## config.mk

```make
export PLATFORM = sky130hd
export DESIGN_NAME = timer_sequencer
export DESIGN_NICKNAME = d
export VERILOG_FILES = /design/src/rtl/timer_sequencer.sv
export SDC_FILE = /design/constraint.sdc
export NUM_CORES = 1
export LEC_CHECK = 0
export BUFFER_PORTS_ARGS = -buffer_cell sky130_fd_sc_hd__buf_2
export CORE_MARGIN = 3
export CORE_UTILIZATION = 40
export DETAILED_ROUTE_END_ITERATION = 8
export GPL_ROUTABILITY_DRIVEN = 0
export HOLD_SLACK_MARGIN = 0.03
export SYNTH_ARGS = -nofsm -noshare
export SYNTH_HDL_FRONTEND = slang
export SYNTH_SLANG_ARGS = --single-unit
export TNS_END_PERCENT = 50
```

## constraint.sdc

```tcl
create_clock -name clk -period 2.05 [get_ports clk]
set_input_delay 0.41 -clock clk [delete_from_list [all_inputs] [get_ports clk]]
set_output_delay 0.41 -clock clk [all_outputs]
set_load 0.1 [all_outputs]
```

## src/rtl/timer_sequencer.sv

```systemverilog
// timer_sequencer: control FSM for a minutes/seconds countdown/countup timer.
//
// Turns debounced button levels into one-cycle strobes for an external
// minutes/seconds counter and tracks the timer mode (idle, set, run, pause,
// done).
//
// Parameters
//   TICK_DIV      clk cycles per count tick (>= 2)
//   HOLD_CYCLES   held-button delay before auto-repeat starts
//   REPEAT_CYCLES clk cycles between auto-repeat strobes
//
// Ports
//   clk              in   single clock, rising edge
//   reset            in   synchronous, active-high reset
//   btn_start        in   start/pause/acknowledge button level
//   btn_mode         in   count-direction toggle button level
//   btn_inc_sec      in   set-seconds button level
//   btn_inc_min      in   set-minutes button level
//   finish           in   terminal-count flag from the counter
//   enable           out  one-cycle count strobe
//   forward          out  count direction, 1 = up
//   incrementSeconds out  one-cycle seconds set strobe
//   incrementMinutes out  one-cycle minutes set strobe
//   counter_reset    out  counter clear (high during reset and on acknowledge)
//   state            out  FSM state code
//   alarm            out  high while finished and unacknowledged
//
// Build option: define AUTO_REPEAT_EN to auto-repeat held increment buttons.
module timer_sequencer #(
    parameter int unsigned TICK_DIV      = 50000000,
    parameter int unsigned HOLD_CYCLES   = 25000000,
    parameter int unsigned REPEAT_CYCLES = 5000000
) (
    input  logic       clk,
    input  logic       reset,
    input  logic       btn_start,
    input  logic       btn_mode,
    input  logic       btn_inc_sec,
    input  logic       btn_inc_min,
    input  logic       finish,
    output logic       enable,
    output logic       forward,
    output logic       incrementSeconds,
    output logic       incrementMinutes,
    output logic       counter_reset,
    output logic [2:0] state,
    output logic       alarm
);

    localparam logic [2:0] StIdle  = 3'd0;
    localparam logic [2:0] StSet   = 3'd1;
    localparam logic [2:0] StRun   = 3'd2;
    localparam logic [2:0] StPause = 3'd3;
    localparam logic [2:0] StDone  = 3'd4;

    localparam int unsigned PreW = $clog2(TICK_DIV);
    localparam logic [PreW-1:0] PreMax = PreW'(TICK_DIV - 1);

    if (TICK_DIV < 2) begin : gBadTickDiv
        $error("TICK_DIV must be at least 2");
    end
    if ((HOLD_CYCLES < 1) || (REPEAT_CYCLES < 1)) begin : gBadRepeatCfg
        $error("HOLD_CYCLES and REPEAT_CYCLES must be at least 1");
    end

    logic [2:0]      stateQ, stateD;
    logic            forwardQ, forwardD;
    logic            enableQ, enableD;
    logic            incSecQ, incSecD;
    logic            incMinQ, incMinD;
    logic            counterResetQ, counterResetD;
    logic [PreW-1:0] preQ, preD;

    // Previous button levels; loaded with 1 in reset so a held button is not a press.
    logic       startPrevQ, modePrevQ;
    logic [1:0] incPrevQ;

    logic       startPress, modePress;
    logic [1:0] incBtn, incPress, incRepeat, incFire;
    logic       setPhase, canInc;

    assign incBtn     = {btn_inc_min, btn_inc_sec};
    assign startPress = btn_start & ~startPrevQ;
    assign modePress  = btn_mode & ~modePrevQ;
    assign incPress   = incBtn & ~incPrevQ;
    assign setPhase   = (stateQ == StIdle) || (stateQ == StSet);
    // A start press takes priority over any increment in the same cycle.
    assign canInc     = setPhase && !startPress;
    assign incFire    = incPress | incRepeat;

`ifdef AUTO_REPEAT_EN
    localparam int unsigned CntMax = (HOLD_CYCLES > REPEAT_CYCLES) ? HOLD_CYCLES : REPEAT_CYCLES;
    localparam int unsigned CntW   = $clog2(CntMax + 1);

    logic [CntW-1:0] repCntQ [2];
    logic [CntW-1:0] repCntD [2];
    logic [1:0]      armQ, armD;

    // Counter counts down to zero; the press loads the hold delay, each fire
    // reloads the repeat interval.
    always_comb begin
        for (int i = 0; i < 2; i++) begin
            armD[i]      = armQ[i];
            repCntD[i]   = repCntQ[i];
            incRepeat[i] = 1'b0;
            if (incPress[i] && canInc) begin
                armD[i]    = 1'b1;
                repCntD[i] = CntW'(HOLD_CYCLES - 1);
            end else if (!incBtn[i] || !setPhase) begin
                armD[i] = 1'b0;
            end else if (armQ[i]) begin
                if (repCntQ[i] == '0) begin
                    incRepeat[i] = canInc;
                    repCntD[i]   = CntW'(REPEAT_CYCLES - 1);
                end else begin
                    repCntD[i] = repCntQ[i] - CntW'(1);
                end
            end
        end
    end

    always_ff @(posedge clk) begin
        if (reset) begin
            armQ <= 2'b00;
            for (int i = 0; i < 2; i++) begin
                repCntQ[i] <= '0;
            end
        end else begin
            armQ <= armD;
            for (int i = 0; i < 2; i++) begin
                repCntQ[i] <= repCntD[i];
            end
        end
    end
`else
    assign incRepeat = 2'b00;
`endif

    always_comb begin
        stateD        = stateQ;
        forwardD      = forwardQ;
        incSecD       = 1'b0;
        incMinD       = 1'b0;
        counterResetD = 1'b0;
        case (stateQ)
            StIdle, StSet: begin
                if (modePress) begin
                    forwardD = ~forwardQ;
                end
                if (startPress) begin
                    stateD = StRun;
                end else if (|incFire) begin
                    stateD  = StSet;
                    incSecD = incFire[0];
                    incMinD = incFire[1];
                end
            end
            StRun: begin
                // finish beats a simultaneous start press, which is consumed.
                if (finish) begin
                    stateD = StDone;
                end else if (startPress) begin
                    stateD = StPause;
                end
            end
            StPause: begin
                if (startPress) begin
                    stateD = StRun;
                end
            end
            StDone: begin
                if (startPress) begin
                    stateD        = StIdle;
                    counterResetD = 1'b1;
                end
            end
            default: stateD = StIdle;
        endcase
    end

    // Tick only when staying in RUN so no strobe escapes on the exit cycle.
    always_comb begin
        enableD = (stateQ == StRun) && (stateD == StRun) && (preQ == PreMax);
        preD    = preQ;
        if ((stateD == StRun) && (stateQ != StRun)) begin
            preD = '0;
        end else if (stateQ == StRun) begin
            preD = (preQ == PreMax) ? '0 : preQ + PreW'(1);
        end
    end

    always_ff @(posedge clk) begin
        if (reset) begin
            stateQ        <= StIdle;
            forwardQ      <= 1'b0;
            enableQ       <= 1'b0;
            incSecQ       <= 1'b0;
            incMinQ       <= 1'b0;
            counterResetQ <= 1'b0;
            preQ          <= '0;
            startPrevQ    <= 1'b1;
            modePrevQ     <= 1'b1;
            incPrevQ      <= 2'b11;
        end else begin
            stateQ        <= stateD;
            forwardQ      <= forwardD;
            enableQ       <= enableD;
            incSecQ       <= incSecD;
            incMinQ       <= incMinD;
            counterResetQ <= counterResetD;
            preQ          <= preD;
            startPrevQ    <= btn_start;
            modePrevQ     <= btn_mode;
            incPrevQ      <= incBtn;
        end
    end

    assign enable           = enableQ;
    assign forward          = forwardQ;
    assign incrementSeconds = incSecQ;
    assign incrementMinutes = incMinQ;
    // Reset drives the clear directly so the counter is held for every reset cycle.
    assign counter_reset    = counterResetQ | reset;
    assign state            = stateQ;
    assign alarm            = (stateQ == StDone);

endmodule

```

==> impl_results.md <==
* Die boundary width at 75.6 um
* Starting density of the core at 43.0%
* Clock tree from TritonCTS: yes
* First-pass GRT wire length at 6.80 mm
* Cell area after technology mapping at 1940 um^2
* Crit path time final at 1890 ps
* Syn Nets at 213
* Worst Setup Start Kind: flip-flop
* Result of the run: finished clean
* DRC violations left at 0
* IO Count at 16
* Number of routed nets with antenna violations at 0
* Relative max-transition margin at 63.0%
* Area of the core region at 4500 um^2
* Pin count of the biggest net entering global routing at 27
* Setup Viol. Count Final at 0
* Synth async-reset ratio at 0%
* Part of the Yosys area used for sequential elements at 39.3%
* Post-CTS Setup Inserts at 0
* Syn-to-layout area delta at 12.4%
* Synth Area in Adders at 0.646%
* Clock latency on the worst-skew pair at 290 ps
* Leakage power of the design at 0.000763 uW
* Mapped Avg Cell Area at 9.45 um^2
* Setup slack on the worst flop-to-flop path at 160 ps
* Per-cell routed wire length at 14.5 um
* Post-route worst hold slack at 313 ps
* Number of buffers inserted during clock tree synthesis at 5
* Setup repair after global routing missed its margin: no
* Clk_skew at 3.25 ps
* Antenna fix cells at 0
* Share of the synthesized area in the top cell type at 39.3%
* Post-Synth Simple-Gate Area at 34.2%
* Worst Path Class, Setup: reg2reg
* Number of vias after detailed routing at 1,576
* Global-route congestion overflow total at 0
* Post-CTS resize count at 0
* Total half-perimeter wirelength after legalization and detailed placement at 2.80 mm
* Cts hold-fix bufs at 0
* Fin crit share at 92.3%
* Main flop type after synthesis: dfxtp_1
* Achievable frequency at 529 MHz
* Top area cells in the synthesized netlist: dfxtp_1 39%, a211oi_2 4.5%, xor2_1 3.6%
* Placed Cells at 265
* Pre-antenna DRT Iters at 4
* CP Data Arrival Time at 2110 ps
* Sinks on the clock net at 38
* Pwr/cell area at 767 nW/um^2
* Peak supply drop at 0.322 mV
* Final #Nets at 228
* Critical path endpoint category: flip-flop
* Non-filler cells in the finished layout at 273
* Hold Violations, Final at 0
* Crit path required time at 2260 ps
* Share of cells above drive strength 1 at 26.2%
* Most frequent cells after synthesis: 38 x dfxtp_1, 14 x nand2_1, 11 x nor2_1, 10 x nand4_1
* Die Height at 75.6 um
* Largest driver fanout on the critical path at 10
* Worst Hold Class: in2reg
* Total of max-cap violations at 0
* Reg clk slew, reported paths at 70 ps
* Post-synthesis xor/xnor area fraction at 4.52%
* Compound-Gate Fraction of Synth Area at 16.0%
* Most frequently used cell type in the post-synthesis netlist: dfxtp_1
* Count of state elements after synthesis at 38
* EDFF count, synth at 0
* Final non-filler cell area at 2180 um^2
* Via count of the first global-routing pass at 1,408
* Fraction of synthesized area in multiplexers at 0%
* Unique masters post-synth at 50
* Area of the die at 5720 um^2
* Row Count at 24
* CTS max path bufs at 2
* Number of H-tree branching levels at 2
* Synth warnings at 0
* I/O Buffers at 15
* Aggregate negative setup slack at 0 ps
* Synthesized netlist cell count at 205
* CTS root buf: clkbuf_8
* Main combinational cell family by area after synthesis: simple AND/OR/NAND/NOR gates
* Total placed instance area at 2040 um^2
* Cell type with the highest aggregate area in the netlist: dfxtp_1
* Final number of max-transition violations at 0
* Transition at the pin with the smallest max-transition slack at 541 ps
* Vias per cell at 5.77
* Number of antenna violations at the first check in global routing at 0
* GRT Total Usage at 15.4%
* DRC marker count from the first detailed-route iteration at 103
* Post-Route WL at 3.95 mm
## where the power goes
group | internal (uW) | total, uW | switching [uW] | leakage [uW]
clock network | 519 | 782 | 263 | 0.0000714
logic | 31.9 | 126 | 94.3 | 0.000381
registers | 748 | 763 | 14.5 | 0.000310
## cells in the final DEF, fill, tap and decap left out, types with 3 or more instances in the layout
cell type   n
and4_1      7
and3_1      3
and3_2      3
clkbuf_8    6
nor2_1     11
o21ai_0     6
xor2_1      8
a21oi_1     5
nand3_1     6
nand4_1    10
buf_4       5
or4_1       7
a211oi_2    7
nor3_1      7
or2_2       6
buf_2      15
nand2_1    14
o31ai_1     8
dfxtp_1    35
a211oi_1    7
or3_1       5
## critical path, stage by stage, from the launching register on
cell,delay [ps]
dfxtp_1,410
and3_1,380
nand4_2,270
or4_1,540
a211oi_2,210
## state kept, by name, indices dropped and copies added, names as in the netlist
name,count
state,3
startPrevQ,1
incrementSeconds,1
modePrevQ,1
enable,1
incrementMinutes,1
forward,1
preQ,26
incPrevQ,2
counterResetQ,1
## cells by family (layout without fill, tap and decap cells)
kind of cell	after synthesis	in the layout
adder cells (fa/ha/maj)	1	1
XOR/XNOR	10	10
AND/OR/NAND/NOR	103	103
AO/OA/AOI/OAI	40	40
flip-flops	38	38
buffers and inverters	13	29
## final timing paths
| path | start | endpoint | cells after the start |
|---|---|---|---|
| max | preQ[6] | preQ[21] | 4 |
| min reg2reg | incPrevQ[0] | incrementSeconds | 2 |
| max reg2reg | preQ[6] | preQ[21] | 4 |
| min | btn_mode | modePrevQ | 2 |
## layer usage
| layer | global-route usage (%) | share of wire, % | up-vias |
|---|---|---|---|
| met5 | 0 | 0 | - |
| met4 | 4.66 | 1.0 | 0 |
| met3 | 3.96 | 2.5 | 4 |
| met2 | 22.1 | 43 | 13 |
| met1 | 22.5 | 54 | 746 |
| li1 | - | - | 813 |
## cell type report
| cell class | instances | area, um^2 |
|---|---|---|
| Timing Repair Buffer | 20 | 113 |
| Clock inverter | 2 | 60.1 |
| Multi-Input combinational cell | 154 | 1080 |
| Fill cell | 443 | 2330 |
| Sequential cell | 38 | 769 |
| Clock buffer | 6 | 82.6 |
| Inverter | 1 | 3.75 |
| Tap cell | 52 | 65.1 |
## metrics by stage
stage / utilization, % / power [uW] / setup WS (ps)
2_1_floorplan: - / 890 / 42.2
3_3_place_gp: 45.2 / 907 / 185
6_report: 48.4 / 1670 / 158
3_5_place_dp: 45.2 / 907 / 179
5_1_grt: 48.4 / 1730 / 17.7
4_1_cts: 48.4 / 1700 / 161
(Power assumes the default switching activity.)
